<file path="src/rtl/maze_pkg.sv">
// Shared move codes, heading encoding and FSM states for the wall-following maze explorer.
package maze_pkg;

    typedef enum logic [2:0] {
        MvStop    = 3'd0,
        MvForward = 3'd1,
        MvLeft    = 3'd2,
        MvRight   = 3'd3,
        MvUTurn   = 3'd4
    } move_e;

    // Row grows southward, col grows eastward.
    typedef enum logic [1:0] {
        HdN = 2'd0,
        HdE = 2'd1,
        HdS = 2'd2,
        HdW = 2'd3
    } heading_e;

    typedef enum logic [1:0] {
        StIdle    = 2'd0,
        StExplore = 2'd1,
        StDone    = 2'd2
    } state_e;

    function automatic heading_e rotate(input heading_e h, input move_e m);
        heading_e r;
        r = h;
        case (m)
            MvLeft:  r = heading_e'(h - 2'd1);
            MvRight: r = heading_e'(h + 2'd1);
            MvUTurn: r = heading_e'(h + 2'd2);
            default: r = h;
        endcase
        return r;
    endfunction

endpackage

</file>
<file path="src/rtl/maze_pos_tracker.sv">
// Heading and cell tracker: rotates then advances one cell per enabled command, clamping at
// the grid edges. at_exit_o looks ahead at the cell this command lands on.
module maze_pos_tracker
    import maze_pkg::*;
#(
    parameter int unsigned ROWS      = 9,
    parameter int unsigned COLS      = 9,
    parameter int unsigned START_ROW = 4,
    parameter int unsigned START_COL = 0,
    parameter int unsigned START_DIR = 1,
    parameter int unsigned EXIT_ROW  = 4,
    parameter int unsigned EXIT_COL  = 8,
    localparam int unsigned RW       = $clog2(ROWS),
    localparam int unsigned CW       = $clog2(COLS)
) (
    input  logic          clk,
    input  logic          rst_n,
    input  logic          enable_i,
    input  move_e         command_i,
    output heading_e      heading_o,
    output logic [RW-1:0] row_o,
    output logic [CW-1:0] col_o,
    output logic          at_exit_o
);

    localparam logic [RW-1:0] RowMax = RW'(ROWS - 1);
    localparam logic [CW-1:0] ColMax = CW'(COLS - 1);

    heading_e      heading_q, heading_d;
    logic [RW-1:0] row_q, row_d;
    logic [CW-1:0] col_q, col_d;

    always_comb begin
        heading_d = heading_q;
        row_d     = row_q;
        col_d     = col_q;
        if (enable_i && (command_i != MvStop)) begin
            heading_d = rotate(heading_q, command_i);
            unique case (heading_d)
                HdN: if (row_q != '0)     row_d = row_q - RW'(1);
                HdS: if (row_q != RowMax) row_d = row_q + RW'(1);
                HdE: if (col_q != ColMax) col_d = col_q + CW'(1);
                HdW: if (col_q != '0)     col_d = col_q - CW'(1);
            endcase
        end
        at_exit_o = (row_d == RW'(EXIT_ROW)) && (col_d == CW'(EXIT_COL));
    end

    always_ff @(posedge clk) begin
        if (!rst_n) begin
            heading_q <= heading_e'(START_DIR[1:0]);
            row_q     <= RW'(START_ROW);
            col_q     <= CW'(START_COL);
        end else begin
            heading_q <= heading_d;
            row_q     <= row_d;
            col_q     <= col_d;
        end
    end

    assign heading_o = heading_q;
    assign row_o     = row_q;
    assign col_o     = col_q;

endmodule

</file>
<file path="src/rtl/maze_wall_explorer.sv">
// Wall-following maze explorer (IDLE -> EXPLORE -> DONE). Define MAZE_DEADEND_CNT_EN to add
// the saturating dead-end (U-turn) counter and its deadend_cnt port.
module maze_wall_explorer
    import maze_pkg::*;
#(
    parameter int unsigned ROWS      = 9,
    parameter int unsigned COLS      = 9,
    parameter int unsigned START_ROW = 4,
    parameter int unsigned START_COL = 0,
    parameter int unsigned START_DIR = 1,
    parameter int unsigned EXIT_ROW  = 4,
    parameter int unsigned EXIT_COL  = 8,
    parameter int unsigned HAND      = 0,
    parameter int unsigned MAX_STEPS = 255,
    parameter int unsigned DE_W      = 8
) (
    input  logic                    clk,
    input  logic                    rst_n,
    input  logic                    left,
    input  logic                    mid,
    input  logic                    right,
    output logic [2:0]              move,
    output logic [$clog2(ROWS)-1:0] row,
    output logic [$clog2(COLS)-1:0] col,
    output logic                    done,
    output logic                    timeout
`ifdef MAZE_DEADEND_CNT_EN
    ,
    output logic [DE_W-1:0]         deadend_cnt
`endif
);

    localparam int unsigned SW = $clog2(MAX_STEPS + 1);

    state_e        state_q, state_d;
    move_e         move_q, move_d;
    move_e         cmd;
    logic          track_en;
    logic          at_exit;
    logic [SW-1:0] step_q, step_d;
    logic          done_q, done_d;
    logic          timeout_q, timeout_d;
    heading_e      heading;

    // Wall-follow priority: preferred hand, then straight, then the other hand, then back out.
    always_comb begin
        cmd = MvUTurn;
        if (HAND == 0) begin
            if (!left)       cmd = MvLeft;
            else if (!mid)   cmd = MvForward;
            else if (!right) cmd = MvRight;
        end else begin
            if (!right)      cmd = MvRight;
            else if (!mid)   cmd = MvForward;
            else if (!left)  cmd = MvLeft;
        end
    end

    always_comb begin
        state_d   = state_q;
        move_d    = MvStop;
        step_d    = step_q;
        done_d    = done_q;
        timeout_d = timeout_q;
        track_en  = 1'b0;
        case (state_q)
            StIdle: state_d = StExplore;
            StExplore: begin
                track_en = 1'b1;
                move_d   = cmd;
                step_d   = step_q + SW'(1);
                // Exit takes precedence over an exhausted budget on the same step.
                if (at_exit) begin
                    state_d = StDone;
                    done_d  = 1'b1;
                end else if (step_d == SW'(MAX_STEPS)) begin
                    state_d   = StDone;
                    timeout_d = 1'b1;
                end
            end
            StDone:  state_d = StDone;
            default: state_d = StIdle;
        endcase
    end

    always_ff @(posedge clk) begin
        if (!rst_n) begin
            state_q   <= StIdle;
            move_q    <= MvStop;
            step_q    <= '0;
            done_q    <= 1'b0;
            timeout_q <= 1'b0;
        end else begin
            state_q   <= state_d;
            move_q    <= move_d;
            step_q    <= step_d;
            done_q    <= done_d;
            timeout_q <= timeout_d;
        end
    end

    maze_pos_tracker #(
        .ROWS      (ROWS),
        .COLS      (COLS),
        .START_ROW (START_ROW),
        .START_COL (START_COL),
        .START_DIR (START_DIR),
        .EXIT_ROW  (EXIT_ROW),
        .EXIT_COL  (EXIT_COL)
    ) u_pos (
        .clk       (clk),
        .rst_n     (rst_n),
        .enable_i  (track_en),
        .command_i (cmd),
        .heading_o (heading),
        .row_o     (row),
        .col_o     (col),
        .at_exit_o (at_exit)
    );

`ifdef MAZE_DEADEND_CNT_EN
    logic [DE_W-1:0] dead_q, dead_d;

    always_comb begin
        dead_d = dead_q;
        if (track_en && (cmd == MvUTurn) && (dead_q != '1)) dead_d = dead_q + DE_W'(1);
    end

    always_ff @(posedge clk) begin
        if (!rst_n) dead_q <= '0;
        else        dead_q <= dead_d;
    end

    assign deadend_cnt = dead_q;
`endif

    logic unused_heading;
    assign unused_heading = ^heading;

    assign move    = move_q;
    assign done    = done_q;
    assign timeout = timeout_q;

endmodule

</file>
<file path="config.mk">
export PLATFORM = sky130hd
export DESIGN_NAME = maze_wall_explorer
export DESIGN_NICKNAME = d
export VERILOG_FILES = /design/src/rtl/maze_pkg.sv /design/src/rtl/maze_pos_tracker.sv /design/src/rtl/maze_wall_explorer.sv
export SDC_FILE = /design/constraint.sdc
export NUM_CORES = 1
export LEC_CHECK = 0
export ABC_AREA = 0
export CORE_AREA = 5 5 73 59
export DETAILED_ROUTE_END_ITERATION = 7
export DIE_AREA = 0 0 78 64
export PLACE_DENSITY = 0.76
export RECOVER_POWER = 50
export SETUP_SLACK_MARGIN = 0.2
export SYNTH_ARGS = -nofsm -noshare
export SYNTH_HDL_FRONTEND = slang
export SYNTH_SLANG_ARGS = --single-unit
export TNS_END_PERCENT = 5
</file>
<file path="constraint.sdc">
create_clock -name clk -period 5.6 [get_ports clk]
set_input_delay 0.56 -clock clk [delete_from_list [all_inputs] [get_ports clk]]
set_output_delay 0.56 -clock clk [all_outputs]
set_load 0.01 [all_outputs]
</file>
Word level (Yosys, flattened, before mapping). Cells that the tools add are included.

Bitwise logic cells: 1. $add $sub $neg: 8. Muxes and demuxes: 17. Reduce and logical (&&, ||, !) cells: 10. Eq/ne operators: 14.

Operators with widths (number): $mux 4 (6); $pmux 4 s2 (2); $pmux 2 s3 (2); $mux 3 (3); $add 4x1->4 const B (2); $add 8x1->8 const B (1); $eq 8x8->1 const B (1); $ne 4x4->1 const B (2); $reduce_bool 4->1 (2); $sub 4x1->4 const B (2); $eq 2x2->1 const B (3); $eq 3x2->1 const B (2); $mux 2 (3); $eq 2x1->1 const B (2); $eq 4x3->1 const B (1); $eq 4x4->1 const B (1); $logic_not 2->1 (2); $reduce_and 2->1 (2); $eq 3x3->1 const B (1); $ne 3x3->1 const B (1); $reduce_and 3->1 (1); $reduce_bool 3->1 (1); $add 2x1->2 const B (1); $add 2x2->2 const B (1); 4 further kinds (5).

Flip-flop bits (word level): 25. Bits of input ports: 5. Logic and storage cells: 58. Output and inout bits: 13.

Depth between registers and ports, before layout. Gate-level depths: netlist (run 1).

Depth after elaboration: 13. Gate-level depth with buffers: 10. Depth with buffers taken out: 10.

By module. From an unflattened synthesis (run 1), not the netlist that was laid out.

Cell total of the unflattened synthesis: 189. Area, all modules: 1615.3 um^2.

By module, submodules not included: maze_pos_tracker (sequential area each 200.2 um^2, area an instance 873.3 um^2, cells an instance 110, times used 1); maze_wall_explorer (sequential area each 300.3 um^2, area an instance 742.0 um^2, cells an instance 79, times used 1).

Worst setup path after synthesis (run 1). OpenSTA, ideal clock, no wires.

Path kind: input to register. Start: input mid. End: register state_q[0]. Stages on the path: 10. Data required time: 5528 ps. Setup slack: 3187 ps. Path buffers: 2. Arrival time: 2341 ps. Path through: buf_2 -> o211ai_2 -> and3b_1 -> buf_2 -> or3_1 -> a211oi_1 -> a21oi_1 -> and2_1 -> a31oi_2 -> mux2i_1.

Word-level cells in the longest chain between the ends: 12.

Ends and longest elaborated chain: start: declaration (line maze_wall_explorer.sv:20) `input logic mid,`; $mux 3 * (line maze_wall_explorer.sv:50) `else if (!mid) cmd = MvForward;`; $mux 3 * (line maze_wall_explorer.sv:49) `if (!left) cmd = MvLeft;`; $eq 3x3->1 / $eq 3x2->1 (equally long branches) (line maze_pkg.sv:29) `case (m)`; $pmux 2 s3 (line maze_pkg.sv:29); $mux 2 (line maze_pos_tracker.sv:37) `if (enable_i && (command_i != MvStop)) begin`; $eq 2x2->1 (tied with other cells) (line maze_pos_tracker.sv:39) `unique case (heading_d)`; $pmux 4 s2 (line maze_pos_tracker.sv:39); $mux 4 (line maze_pos_tracker.sv:37); $eq 4x3->1 / $eq 4x4->1 (equally long branches) (line maze_pos_tracker.sv:46) `at_exit_o = (row_d == RW'(EXIT_ROW)) && (col_d == CW'(EXIT_COL));`; $logic_and 1x1->1 * (line maze_pos_tracker.sv:46); $mux 2 (line maze_wall_explorer.sv:73) `if (at_exit) begin`; $pmux 2 s3 (line maze_wall_explorer.sv:66) `case (state_q)`; end signal: assignment (line maze_wall_explorer.sv:88) `state_q <= StIdle;`; end signal: assignment (line maze_wall_explorer.sv:94) `state_q <= state_d;`; end: declaration (line maze_wall_explorer.sv:35) `state_e state_q, state_d;`.

Mark *: on every way between the ends. The rest lies on a longest branch, timed or not. The select of a mux whose other input is x is not followed. A chain may end at the register's enable or synchronous reset.

Worst setup path after layout (run 1).
Start: input left. End: register state_q[0].

Word-level cells in the longest chain between the ends: 11.

Ends and longest elaborated chain: start: declaration (line maze_wall_explorer.sv:19) `input logic left,`; $mux 3 * (line maze_wall_explorer.sv:49); $eq 3x3->1 / $eq 3x2->1 (equally long branches) (line maze_pkg.sv:29); $pmux 2 s3 (line maze_pkg.sv:29); $mux 2 (line maze_pos_tracker.sv:37); $eq 2x2->1 (tied with other cells) (line maze_pos_tracker.sv:39); $pmux 4 s2 (line maze_pos_tracker.sv:39); $mux 4 (line maze_pos_tracker.sv:37); $eq 4x3->1 / $eq 4x4->1 (equally long branches) (line maze_pos_tracker.sv:46); $logic_and 1x1->1 * (line maze_pos_tracker.sv:46); $mux 2 (line maze_wall_explorer.sv:73); $pmux 2 s3 (line maze_wall_explorer.sv:66).

Marked as above.

==> results of run 1 <==
-- layout make-up --
cell class	count	area, um^2
clock buffers	4	45.0
well taps	42	52.6
repair buffers	17	170
flip-flops and latches	25	500
multi-input cells	157	1090
inverters	12	45.0
fillers	317	1590
-- sequential cells by signal (all words and copies together), names as in the netlist --
register / count
step_q: 8
u_pos.col_o: 4
u_pos.row_o: 4
move: 3
state_q: 2
u_pos.heading_o: 2
done: 1
timeout: 1
-- power breakdown --
group	internal [uW]	total [uW]	leakage [uW]	switching (uW)
Sequential	210	256	0.000203	46.0
Clock	50.9	106	0.0000228	55.5
Combinational	140	329	0.000509	189
Total	401	692	0.000735	291
-- cells in the mapped netlist (2+ instances only) --
master and instances:
xnor2_1 11, nand3_1 5, clkbuf_1 4, nor2_1 8, dfxtp_1 25, buf_2 5, mux2i_1 7, o31ai_1 2
a222oi_1 2, a31oi_1 4, o21bai_1 2, a22oi_1 2, xor2_1 2, nand2_1 20, nand2b_1 6, a211oi_1 3
nor4_1 4, a21oi_1 3, inv_1 12, nor2b_1 9, nor3_1 3, a41oi_1 2, o21ai_0 8, nand4_1 4
and3_1 3, and2_1 10, or3_1 2, ha_1 9
-- per-layer routing --
| layer | part of all wire | global-route usage | vias up |
|---|---|---|---|
| met5 | 0 | 0 | - |
| li1 | - | - | 756 |
| met3 | 0.051 | 0.0365 | 4 |
| met2 | 0.43 | 0.205 | 27 |
| met4 | 0.013 | 0.0443 | 0 |
| met1 | 0.51 | 0.195 | 696 |
-- logic make-up after synthesis --
logic type / Yosys count / synth area share
flip-flops: 25 / 0.298
AND/OR/NAND/NOR: 83 / 0.271
multiplexers: 8 / 0.0485
AO/OA/AOI/OAI: 44 / 0.195
XOR/XNOR: 13 / 0.0679
buffers and inverters: 22 / 0.0529
adder cells (fa/ha/maj): 9 / 0.0671
-- worst min path at each step --
stage	end
finish	timeout
global route	state_q[1]
CTS	state_q[1]
detailed placement	timeout
global placement	state_q[1]
floorplan	state_q[1]
-- stage by stage --
stage / utilization / power (uW) / area [um^2] / instances / hold slack [ns]
floorplan: - / 503 / 1680 / 204 / 0.438
global placement: 0.531 / 579 / 1860 / 253 / 0.453
detailed placement: 0.531 / 590 / 1860 / 253 / 0.458
CTS: 0.544 / 698 / 1900 / 257 / 0.474
global route: 0.544 / 746 / 1900 / 257 / 0.494
finish: 0.544 / 692 / 1900 / 257 / 0.468
==> impl_metrics.json, run 1 <==
{
  "synth_nets": 218,
  "grt_overflow": 0,
  "power_per_cell_area_nw_per_um2": 364,
  "drtPass1Iterations": 4,
  "final_nets": 230,
  "fin_tns_setup_ns": 0,
  "relSlewSlack": 0.471,
  "cts_num_sinks": 25,
  "gp_congestion": 0.859,
  "crit_family": "compound AO/OA/AOI/OAI gates",
  "maxSlewViolCount": 0,
  "synthCells": 204,
  "grt.total_usage": 0.138,
  "p_leak_uw": 0.000735,
  "min_from": "timeout",
  "mostFrequentLayoutCells": "25 x dfxtp_1, 20 x nand2_1, 12 x inv_1, 11 x xnor2_1",
  "viasPerCell": 5.77,
  "die_y_um": 64,
  "cts_root_buf": "clkbuf_8",
  "ff2ff_setup_slack_ns": 2.62,
  "start_util": 0.480,
  "ios": 18,
  "core_um2": 3490,
  "first_global_vias": 1292,
  "tightest_slew_ns": 0.790,
  "ys.flop_type": "dfxtp_1",
  "crit_arrival_ns": 3.80,
  "end_kind": "register",
  "rr_worst_depth": 8,
  "path_clk_slew_ns": 0.09,
  "detail_route.wl_per_cell_um": 13.5,
  "cts.hold.buffers_added": 0,
  "pre_cts_ws_ns": 1.73,
  "antennaDiodeCount": 0,
  "synth_top_cell_area_share": 0.298,
  "vias": 1483,
  "yosys_warnings": 0,
  "crit_chain": "clkdlybuf4s50_1 -> or2_1 -> a21boi_1 -> or2_0 -> o21bai_1 -> a222oi_1 -> and4b_1 -> a31oi_2 -> mux2i_1",
  "drive_gt1_frac": 0.0279,
  "synthToLayoutAreaGrowth_pct": 13.3,
  "chipWidth_um": 78,
  "timing.final.ws_setup_ns": 2.00,
  "core.rowCount": 19,
  "fp.dieArea_um2": 4990,
  "timing.final.crit_share": 0.643,
  "seq_area_frac_synth": 0.298,
  "grt_max_degree": 27,
  "yosysUniqueCellTypes": 55,
  "path_max_fanout": 16,
  "dp_hpwl_um": 2580,
  "tritoncts": "built",
  "critPathCapture": "state_q[0]",
  "drc_errors": 0,
  "cap_viol_max_count": 0,
  "cts_made_buffers": 3,
  "grt_pass1_wl_um": 5740,
  "wl_um": 3470,
  "cp-start-kind": "input pin",
  "syn_area_um2": 1680,
  "clk_latency_ns": 0.27,
  "setup_violations": 0,
  "crit_path_start": "left",
  "crit_cells": 9,
  "cts.repair.resized": 0,
  "fin_skew_ns": 0.00698,
  "status": "completed",
  "clockBufferDepth": 2,
  "r2r-end": "state_q[0]",
  "async_flop_share": 0,
  "cts_setup_buffers": 0,
  "hold_path_depth": 1,
  "rr_startpoint": "u_pos.heading_o[0]",
  "cts_htree_levels": 1,
  "synth_top_area_cell": "dfxtp_1",
  "layout_commonest_cell": "dfxtp_1",
  "postSynthAreaPerCell_um2": 8.22,
  "synth_edf_count": 0,
  "port_buffers": 17,
  "worstPathBufferInverterCount": 1,
  "max_stage_delay_ns": 0.66,
  "rsz0062_at_grt": "no",
  "finalCriticalPeriod_ns": 3.60,
  "hold_class": "register to register",
  "crit_type": "input pin to register",
  "synth_area_leaders": "dfxtp_1 30%, ha_1 6.7%, xnor2_1 5.7%",
  "max_freq_mhz": 278,
  "crit_required_ns": 5.80,
  "ys_ff_latch": 25,
  "ir_worst_vdd_uv": 237,
  "finalHoldViolCount": 0,
  "slowest_stage": "clkdlybuf4s50_1",
  "antenna_found_initial": 0,
  "first_iter_violations": 113,
  "antenna_left": 0
}
(Power assumes the default switching activity.)
==> inputs of run 2 (changes only) <==
PLACE_DENSITY = 0.79   (was 0.76)
clock period = 3.05 ns   (was 5.6 ns; I/O delays follow)
==> run 2 against run 1 <==
Against the previous run: hold slack better by 0.0027 ns; design area is 3.0% higher; combinational power is 93% higher; register-to-register slack worse by 2.1 ns; critical endpoint is now state_q[1]; highest routed layer unchanged; routed wire length is 0.66% lower; via count is 0.34% higher.
==> impl_metrics.json, run 2 (synthesis results as in run 1) <==
{
  "status": "completed",
  "gr-usage-met3": 0.0309,
  "fin_skew_ns": 0.00476,
  "antenna_left": 0,
  "fin_tns_setup_ns": 0,
  "grt_max_degree": 27,
  "path_max_fanout": 11,
  "ff2ff_setup_slack_ns": 0.54,
  "crit_family": "simple AND/OR/NAND/NOR gates",
  "worstPathBufferInverterCount": 2,
  "crit_chain": "dlygate4sd3_1 -> or2_1 -> and3b_1 -> buf_4 -> or3_1 -> a41oi_1 -> xnor2_1 -> and4b_1 -> a31oi_2 -> mux2i_1",
  "wl_um": 3450,
  "rsz0062_at_grt": "no",
  "layout_commonest_cell": "dfxtp_1",
  "cts_root_buf": "clkbuf_8",
  "cp-start-kind": "input pin",
  "combPwrFrac": 0.491,
  "antennaDiodeCount": 0,
  "fp.dieArea_um2": 4990,
  "pwr-share-clk": 0.152,
  "grt_overflow": 0,
  "start_util": 0.480,
  "timing.final.crit_share": 0.876,
  "slowest_stage": "dlygate4sd3_1",
  "crit_type": "input pin to register",
  "rr_worst_depth": 9,
  "p_sw_uw": 530,
  "mostFrequentLayoutCells": "25 x dfxtp_1, 20 x nand2_1, 12 x inv_1, 11 x xnor2_1, 11 x dlygate4sd3_1",
  "gp_congestion": 0.889,
  "chipWidth_um": 78,
  "top_register": "step_q",
  "relSlewSlack": 0.504,
  "maxSlewViolCount": 0,
  "grt_use_met1": 0.198,
  "cts_htree_levels": 1,
  "multi_input_area_um2": 1090,
  "grt_pass1_wl_um": 5920,
  "ir_worst_vdd_uv": 385,
  "tritoncts": "built",
  "r2r-end": "state_q[1]",
  "cts_setup_buffers": 0,
  "tightest_slew_ns": 0.741,
  "setup_violations": 0,
  "cts_made_buffers": 3,
  "fill_cells": 339,
  "met2_usage": 0.224,
  "regArea_um2": 500,
  "vias": 1488,
  "clk_latency_ns": 0.27,
  "viasPerCell": 5.64,
  "final_nets": 237,
  "first_global_vias": 1315,
  "pre_cts_ws_ns": 0.135,
  "crit_path_start": "left",
  "detail_route.wl_per_cell_um": 13.1,
  "placed_area_um2": 1910,
  "dp_hpwl_um": 2630,
  "timing.final.ws_setup_ns": 0.380,
  "rr_startpoint": "state_q[1]",
  "cts_num_sinks": 25,
  "hold-worst-slack_ns": 0.471,
  "die_y_um": 64,
  "power.internal_uw": 761,
  "finalHoldViolCount": 0,
  "drive_gt1_frac": 0.0631,
  "synthToLayoutAreaGrowth_pct": 16.7,
  "hold_class": "register to register",
  "first_iter_violations": 113,
  "clockBufferDepth": 2,
  "cap_viol_max_count": 0,
  "switching_share": 0.411,
  "critPathCapture": "state_q[1]",
  "core.rowCount": 19,
  "crit_cells": 10,
  "end_kind": "register",
  "postLayoutCellArea_um2": 1960,
  "path_clk_slew_ns": 0.09,
  "largest_reg_flops": 8,
  "crit_arrival_ns": 2.83,
  "p_leak_uw": 0.000771,
  "drtPass1Iterations": 4,
  "crit_required_ns": 3.21,
  "cts.hold.buffers_added": 0,
  "grt_busiest_layer": "met2",
  "final_util": 0.560,
  "power_per_cell_area_nw_per_um2": 659,
  "max_freq_mhz": 374,
  "finalCriticalPeriod_ns": 2.67,
  "drc_errors": 0,
  "port_buffers": 17,
  "seqPwrFrac": 0.357,
  "antenna_found_initial": 0,
  "core_um2": 3490,
  "ios": 18,
  "grt.total_usage": 0.141,
  "max_stage_delay_ns": 0.62
}
## run 2: cell types whose count changed in the layout (fill, tap and decap cells not counted)
cell,change
buf_4,+7
clkdlybuf4s50_1,-2
dlygate4sd3_1,+2
mux2i_1,-1
mux2i_2,+1
or2_0,-1
or2_1,+1
## run 2: power groups by stage
stage | clock network (uW) | logic, uW | registers (uW)
floorplan | 0 | 469 | 455
global placement | 0 | 617 | 468
detailed placement | 0 | 635 | 468
CTS | 204 | 638 | 463
global route | 215 | 709 | 477
finish | 196 | 634 | 461
## run 2: routing by layer
metal  vias to the layer above  share of wire
li1                        763              -
met1                       677           0.50
met2                        43           0.44
met3                         5          0.060
met4                         0         0.0064
met5                         -              0
## run 2: worst min path at each step
stage,slack (ns),depth (start not counted),start,end
after floorplan,0.43,1,rst_n,u_pos.row_o[0]
after global placement,0.45,1,timeout,timeout
after detailed placement,0.46,1,timeout,timeout
after CTS,0.48,2,state_q[1],state_q[1]
after global routing,0.50,1,timeout,timeout
final,0.47,1,timeout,timeout
## run 2: area by class of cell
| cell class | instances | share of cell area |
|---|---|---|
| Multi-Input combinational cell | 157 | 0.558 |
| Sequential cell | 25 | 0.256 |
| Timing Repair Buffer | 24 | 0.114 |
| Tap cell | 42 | 0.0268 |
| Clock buffer | 4 | 0.0230 |
| Inverter | 12 | 0.0230 |
## run 2: what timing repair did
item                       4_1_cts  5_1_grt
resized for setup                0        2
hold endpoints to repair         0        0
setup endpoints to repair        0        2
## run 2: through the flow
stage | std cells | total power, uW
after floorplan | 204 | 924
after global placement | 260 | 1080
final | 264 | 1290
after CTS | 264 | 1310
after global routing | 264 | 1400
after detailed placement | 260 | 1100
## run 2: worst reg2reg max path: cells and delay by family, from the launching register on
kind	cells	cell delay (ns)
AO/OA/AOI/OAI	3	0.72
adder cells (fa/ha/maj)	1	0.28
buffers and inverters	1	0.07
flip-flops	1	0.34
multiplexers	2	0.54
AND/OR/NAND/NOR	2	0.50
==> inputs of run 3 (changes only) <==
CAP_MARGIN = 40   (was default)
==> results of run 3 <==
The final DEF is identical to that of run 2; final timing and power are the same.
